[src/rtl/wspd_window_stats.sv]
// Sliding-window moving average and per-block gust (peak) tracker for the
// calibrated wind-speed stream; window and block depth are both 2^LOG2N.
module wspd_window_stats #(
  parameter int LOG2N = 4
) (
  input  logic        clk,
  input  logic        reset,
  input  logic        clear,
  input  logic        in_valid,
  input  logic [15:0] in,
  output logic        avg_valid,
  output logic [15:0] avg,
  output logic        gust_valid,
  output logic [15:0] gust,
  output logic        window_full
);

  localparam int DEPTH = 1 << LOG2N;
  localparam int SW    = 16 + LOG2N;
  localparam logic [LOG2N:0]   DEPTH_C = (LOG2N + 1)'(DEPTH);
  localparam logic [LOG2N-1:0] BLAST_C = LOG2N'(DEPTH - 1);

  function automatic logic [15:0] max16(input logic [15:0] a, input logic [15:0] b);
    if (a > b) return a;
    else       return b;
  endfunction

  logic [15:0]      mem_q [DEPTH];
  logic [SW-1:0]    sum_q, sum_d;
  logic [LOG2N:0]   count_q, count_d;
  logic [LOG2N-1:0] wptr_q, wptr_d;
  logic [LOG2N-1:0] bcnt_q, bcnt_d;
  logic [15:0]      bmax_q, bmax_d;
  logic             avg_valid_q, avg_valid_d;
  logic [15:0]      avg_q, avg_d;
  logic             gust_valid_q, gust_valid_d;
  logic [15:0]      gust_q, gust_d;
  logic             window_full_q, window_full_d;

  logic             full_s;
  logic             mem_we_s;
  logic [15:0]      old_s;
  logic [15:0]      peak_s;
  logic [SW-1:0]    sum_next_s;

  // Next-state logic: clear dominates a coincident sample; otherwise one accept per cycle.
  always_comb begin
    full_s        = (count_q == DEPTH_C);
    old_s         = full_s ? mem_q[wptr_q] : 16'd0;
    sum_next_s    = sum_q + SW'(in) - SW'(old_s);
    peak_s        = max16(bmax_q, in);
    mem_we_s      = 1'b0;
    sum_d         = sum_q;
    count_d       = count_q;
    wptr_d        = wptr_q;
    bcnt_d        = bcnt_q;
    bmax_d        = bmax_q;
    avg_valid_d   = 1'b0;
    avg_d         = avg_q;
    gust_valid_d  = 1'b0;
    gust_d        = gust_q;
    window_full_d = window_full_q;
    if (clear) begin
      sum_d         = '0;
      count_d       = '0;
      wptr_d        = '0;
      bcnt_d        = '0;
      bmax_d        = 16'd0;
      window_full_d = 1'b0;
    end else if (in_valid) begin
      mem_we_s      = 1'b1;
      sum_d         = sum_next_s;
      wptr_d        = wptr_q + LOG2N'(1);
      count_d       = full_s ? count_q : count_q + (LOG2N + 1)'(1);
      window_full_d = (count_d == DEPTH_C);
      avg_valid_d   = 1'b1;
      // sum carries LOG2N extra bits, so the shifted result always fits 16 bits
      avg_d         = sum_next_s[LOG2N +: 16];
      bmax_d        = (bcnt_q == '0) ? in : peak_s;
      bcnt_d        = bcnt_q + LOG2N'(1);
      if (bcnt_q == BLAST_C) begin
        gust_valid_d = 1'b1;
        gust_d       = peak_s;
      end else begin
        gust_valid_d = 1'b0;
      end
    end else begin
      mem_we_s = 1'b0;
    end
  end

  // Sample ring buffer; contents deliberately survive reset and clear.
  always_ff @(posedge clk) begin
    if (mem_we_s) mem_q[wptr_q] <= in;
  end

  // State and output registers with asynchronous active-low reset.
  always_ff @(posedge clk or negedge reset) begin
    if (!reset) begin
      sum_q         <= '0;
      count_q       <= '0;
      wptr_q        <= '0;
      bcnt_q        <= '0;
      bmax_q        <= 16'd0;
      avg_valid_q   <= 1'b0;
      avg_q         <= 16'd0;
      gust_valid_q  <= 1'b0;
      gust_q        <= 16'd0;
      window_full_q <= 1'b0;
    end else begin
      sum_q         <= sum_d;
      count_q       <= count_d;
      wptr_q        <= wptr_d;
      bcnt_q        <= bcnt_d;
      bmax_q        <= bmax_d;
      avg_valid_q   <= avg_valid_d;
      avg_q         <= avg_d;
      gust_valid_q  <= gust_valid_d;
      gust_q        <= gust_d;
      window_full_q <= window_full_d;
    end
  end

  assign avg_valid   = avg_valid_q;
  assign avg         = avg_q;
  assign gust_valid  = gust_valid_q;
  assign gust        = gust_q;
  assign window_full = window_full_q;

endmodule

[config.mk]
export PLATFORM = sky130hd
export DESIGN_NAME = wspd_window_stats
export DESIGN_NICKNAME = d
export VERILOG_FILES = /design/src/rtl/wspd_window_stats.sv
export SDC_FILE = /design/constraint.sdc
export NUM_CORES = 1
export LEC_CHECK = 0
export CAP_MARGIN = 10
export CORE_MARGIN = 10
export CORE_UTILIZATION = 50
export CTS_BUF_LIST = sky130_fd_sc_hd__clkbuf_2 sky130_fd_sc_hd__clkbuf_4 sky130_fd_sc_hd__clkbuf_8
export DETAILED_ROUTE_END_ITERATION = 8
export GPL_TIMING_DRIVEN = 0
export PLACE_DENSITY_LB_ADDON = 0.25
export SLEW_MARGIN = 20
export SYNTH_ARGS = -nofsm -noshare
export SYNTH_HDL_FRONTEND = slang
export SYNTH_SLANG_ARGS = --single-unit
[constraint.sdc]
create_clock -name clk -period 4.9 [get_ports clk]
set_input_delay 0.98 -clock clk [delete_from_list [all_inputs] [get_ports clk]]
set_output_delay 0.98 -clock clk [all_outputs]
set_load 0.05 [all_outputs]
# Yosys cells after proc, flatten, opt, wreduce, memory -nomap -nowiden

Memories as Yosys holds them, arrays and structs flattened.
Cells that the tools add are included.

Register bits: 84
Latch bits: 0
Bits in writable memories: 256
Bits in read-only memories: 0
Input port bits: 20
Output and inout bits: 35
Logic and storage cells: 48
Memories kept: 1

$add $sub $neg: 5
$mul: 0
Div/mod/pow operators: 0
Order comparisons: 1
Equality and inequality tests: 3
Shifts and indexed selects: 0
Multiplexer cells: 23
Bitwise operators: 1
Reductions and logical operators: 4

Memories:

| memory | words | width | rd ports | clocked after memory_dff | write ports | RTL line | RTL |
|---|---|---|---|---|---|---|---|
| mem_q  | 16    | 16    | 1        | 0                        | 1           | 28       | `logic [15:0] mem_q [DEPTH];` |

Operators with widths:

| operator                                                      | number |
|---|---|
| 16-bit 2-to-1 mux                                             | 5 |
| 20-bit 2-to-1 mux                                             | 2 |
| 20-bit by 16-bit adder with 20-bit output                     | 1 |
| 20-bit by 16-bit subtractor with 20-bit output                | 1 |
| 16-bit > comparator                                           | 1 |
| 4-bit 2-to-1 mux                                              | 4 |
| 5-bit 2-to-1 mux                                              | 3 |
| 5-bit equality test, second input constant                    | 2 |
| 1-bit 2-to-1 mux                                              | 9 |
| 4-bit by 1-bit adder with 4-bit output, second input constant | 2 |
| 5-bit by 1-bit adder with 5-bit output, second input constant | 1 |
| 4-bit equality test, second input constant                    | 1 |
| 4-bit zero test                                               | 1 |
| 3-bit AND reduction                                           | 1 |
| 2-bit AND reduction                                           | 1 |
| 2-bit nonzero test                                            | 1 |
| 1-bit NOT                                                     | 1 |

# Longest topological paths before layout

Word-level depth: 5
Mapped depth: 18
Depth with buffers taken out: 16

# Least setup slack after synthesis

Ideal clock, no wire load.

Kind: register to register
Start: register wptr_q[0]
End: register sum_q[15]
Library setup time: 0.141 ns
Arrival: 4.042 ns
Data required time: 4.759 ns
Path slack: 0.717 ns
Stages on the path, launching flop included: 17
Buffers on the path: 3
Clock period less this slack: 4.183 ns
Path through: dfrtp_1 -> clkbuf_2 -> buf_6 -> buf_6 -> mux4_2 -> mux4_2 -> nor2b_1 -> fa_1 -> inv_1 -> ha_1 -> a211oi_1 -> nor2_1 -> a41oi_1 -> nor3b_1 -> o21ai_1 -> mux2i_1 -> o311ai_1

Word-level cells in the longest chain between the ends: 5

RTL lines:

| element                                        | RTL line | RTL |
|---|---|---|
| start, declared                                | 31       | `logic [LOG2N-1:0] wptr_q, wptr_d;` |
| start signal, assigned                         | 113      | `wptr_q <= wptr_d;` |
| memory 16 x 16 bit                             | n/a      |  |
| 16-bit 2-to-1 mux                              | 49       | `old_s = full_s ? mem_q[wptr_q] : 16'd0;` |
| 20-bit by 16-bit subtractor with 20-bit output | 50       | `sum_next_s = sum_q + SW'(in) - SW'(old_s);` |
| 20-bit 2-to-1 mux                              | 70       | `end else if (in_valid) begin` |
| 20-bit 2-to-1 mux                              | 63       | `if (clear) begin` |
| end signal, assigned                           | 111      | `sum_q <= sum_d;` |
| end, declared                                  | 29       | `logic [SW-1:0] sum_q, sum_d;` |

No other way between the ends. The select of a mux whose other input is x is not followed.
A chain may end at the register's enable or synchronous reset.

# Worst setup path after layout

Start: register wptr_q[1]
End: register sum_q[15]

Same word-level chain as after synthesis.

==> results.yml <==
cts:
  path_clk_slew_ns: 0.07
  htree_num_levels: 2
  root_buffer: "clkbuf_8"
  clk_latency_ns: 0.60
  clockBufferDepth: 3
  post-cts-setup-buffers: 0
  cts-buffers-inserted: 53
  tritoncts: "done"
  cts.sinks: 340
grt:
  antenna_found_initial: 1
  overflow: 0
  grt_max_degree: 48
  grt_pass1_vias: 8992
  grt_pass1_wl_mm: 54.5
  grt_usage: 0.187
layout:
  diodes: 0
  final_area_sq_mm: 0.0174
  area_growth_syn_to_layout_pct: 14.0
  num-fill-cells: 2305
  final_cell_mix: "edfxtp_1 (256), dfrtp_1 (84), mux4_2 (80)"
  layout_commonest_cell: "edfxtp_1"
  seq_area_sq_mm: 0.00979
  drive_above_1_share: 0.185
  nets: 1158
  multi_input_area_sq_mm: 0.00504
pwr:
  p_leak_nw: 6.41
  vdd_drop_max_uv: 240
  totalPowerFinal_mw: 7.46
  power_density_mw_per_mm2: 428
synth:
  ys_warn_count: 0
  synth_edf_count: 256
  synth_flop_cell: "edfxtp_1"
  ys_top_cells_by_area: "edfxtp_1 (50%), dfrtp_1 (14%), mux4_2 (12%), ha_1 (3.6%), mux2i_1 (2.7%)"
  synth_fp_nets: 1048
  synth_top_cell_area_share: 0.503
  syn_area_sq_mm: 0.0153
  synth_cell_types: 61
  synthArstFlopShare: 0.247
  synth_largest_area_cell: "edfxtp_1"
  ys_seq_area_frac: 0.641
  synth_area_per_cell_sq_um: 15.8
  synth-seq-cells: 340
  syn_inst: 968
critical_path:
  reg2reg_to: "sum_q[15]$_DFFE_PN0P_"
  critPathTopFamily: "multiplexers"
  crit_path_top_delay_cell: "clkbuf_1"
  max_stage_delay_ns: 0.64
  required_ns: 5.36
  cp_num_buf_inv: 2
  timing.rr.start: "wptr_q[1]$_DFFE_PN0P_"
  crit_chain: "clkbuf_1 > mux4_2 > mux4_2 > nor2b_1 > fa_1 > inv_1 > ha_1 > a211oi_2 > nor2_1 > a41oi_2 > nor3b_1 > o21ai_1 > mux2i_1 > o311ai_1"
  critPathLaunchType: "flop"
  cp_max_fo: 10
  end_kind: "flop"
  r2r_slack_ns: 0.18
  cp.arrival_ns: 5.18
  path_class: "flop to flop"
  r2r_cells: 14
  crit_top_cell: "mux4_2"
run_status:
  outcome: "complete, no violations"
placed_design:
  postPlaceCellArea_sq_mm: 0.0163
  gp_congestion: 0.873
  portBuffers: 54
  post-dp-hpwl_mm: 23.0
hold_path:
  hold_class: "input pin to asynchronous set/reset pin"
sta:
  fin_skew_ns: 0.0229
  setup_tns_ns: 0
  hold_ws_ns: 0.354
  setup_viol: 0
  worstMarginPinSlew_ns: 1.10
  fin_crit_ns: 4.72
  finalCritPeriodShare: 0.963
  slew_headroom: 0.264
  fmax_ghz: 0.212
  rsz0062_at_grt: "no"
  finalHoldViolCount: 0
  slew_viol_final: 0
drt:
  ant_nets: 0
  num_vias: 8571
  wl_per_cell_um: 23.6
  viasPerCell: 5.70
  drc: 0
  routed_wl_mm: 35.4
  drt_iter0_drc: 649
  first_pass_iters: 5
floorplanning:
  num_rows: 63
  die-area_sq_mm: 0.0380
  chipHeight_um: 195
  start_util: 0.511
  core_region_area_sq_mm: 0.0299
  ios: 55
  die_x_um: 195
flow_run:
  cap_violations: 0
-- worst reg2reg max path, delay by kind of cell (launching register included) --
kind / cells / cell delay [ns]
simple gates: 3 / 0.42
buf+inv: 2 / 0.70
fa+ha+maj: 2 / 0.87
mux: 3 / 1.20
compound gates: 4 / 0.96
flops: 1 / 0.43
-- cells in the mapped netlist (10+ instances only) --
| cell | n |
|---|---|
| edfxtp_1 | 256 |
| nand4_1 | 10 |
| inv_1 | 75 |
| and2_1 | 16 |
| nor2_1 | 47 |
| mux2i_1 | 41 |
| xor2_1 | 16 |
| o21ai_0 | 17 |
| fa_1 | 16 |
| xnor2_1 | 10 |
| dfrtp_1 | 84 |
| mux4_2 | 80 |
| a21oi_1 | 24 |
| clkbuf_1 | 22 |
| nand2_1 | 64 |
| nor2b_1 | 20 |
| ha_1 | 44 |
| o21ai_1 | 26 |
-- registers in the layout, indices dropped and copies added (netlist names), 4 cells and up --
signal	count
count_q	5
avg	16
gust	16
sum_q	20
bcnt_q	4
wptr_q	4
bmax_q	16
mem_q	256
-- metrics by stage --
stage / cells / worst slack [ns] / utilization
2_1_floorplan: 968 / 0.717 / -
3_3_place_gp: 1412 / -0.350 / 0.546
3_5_place_dp: 1413 / -0.303 / 0.547
4_1_cts: 1504 / 0.0443 / 0.581
5_1_grt: 1504 / 0.000598 / 0.583
6_report: 1504 / 0.180 / 0.583
-- timing repair --
action | CTS | global route
gates cloned | 0 | 0
pin swaps | 0 | 2
gates resized for setup | 5 | 22
endpoints found under the setup margin | 14 | 8
hold buffers | 0 | 0
-- how the worst max path moves through the flow --
stage | from | end | cells after the start | slack, ns
after floorplan | wptr_q[0]$_DFFE_PN0P_ | sum_q[15]$_DFFE_PN0P_ | 16 | 0.72
after global placement | reset | gust[1]$_DFFE_PN0P_ | 1 | -0.35
after detailed placement | wptr_q[1]$_DFFE_PN0P_ | sum_q[15]$_DFFE_PN0P_ | 15 | -0.30
after CTS | wptr_q[0]$_DFFE_PN0P_ | avg[15]$_DFFE_PN0P_ | 16 | 0.04
after global routing | wptr_q[0]$_DFFE_PN0P_ | sum_q[18]$_DFFE_PN0P_ | 18 | 0.0006
final | wptr_q[1]$_DFFE_PN0P_ | sum_q[15]$_DFFE_PN0P_ | 14 | 0.18
-- layer usage --
metal / part of all wire / vias to the layer above / track usage
met1: 0.42 / 4375 / 0.242
met5: 0.00028 / - / 0.00792
li1: - / 3850 / -
met3: 0.070 / 69 / 0.0363
met4: 0.027 / 2 / 0.0611
met2: 0.49 / 275 / 0.310
-- kinds of logic (layout without fill, tap and decap cells) --
family,count (synthesis),in the layout,synth area share
AO/OA/AOI/OAI,106,106,0.0432
XOR/XNOR,27,27,0.0164
adder cells (fa/ha/maj),60,60,0.0570
buffers and inverters,118,264,0.0336
flip-flops,340,340,0.641
multiplexers,122,122,0.146
AND/OR/NAND/NOR,195,195,0.0636
-- where the power goes --
| group | total, mW | internal (mW) | leakage [nW] | switching, mW |
|---|---|---|---|---|
| clock | 2.29 | 1.19 | 0.537 | 1.10 |
| sequential | 3.33 | 3.25 | 3.42 | 0.0788 |
| combinational | 1.85 | 0.730 | 2.45 | 1.12 |
-- final cells by class --
class                           count  share of cell area
Buffer                             42              0.0152
Clock inverter                     16             0.00496
Clock buffer                       75              0.0521
Sequential cell                   340               0.562
Tap cell                          390              0.0280
Timing Repair Buffer               55              0.0325
Multi-Input combinational cell    510               0.289
Inverter                           76              0.0164
Power figures use the tool's default switching activity.
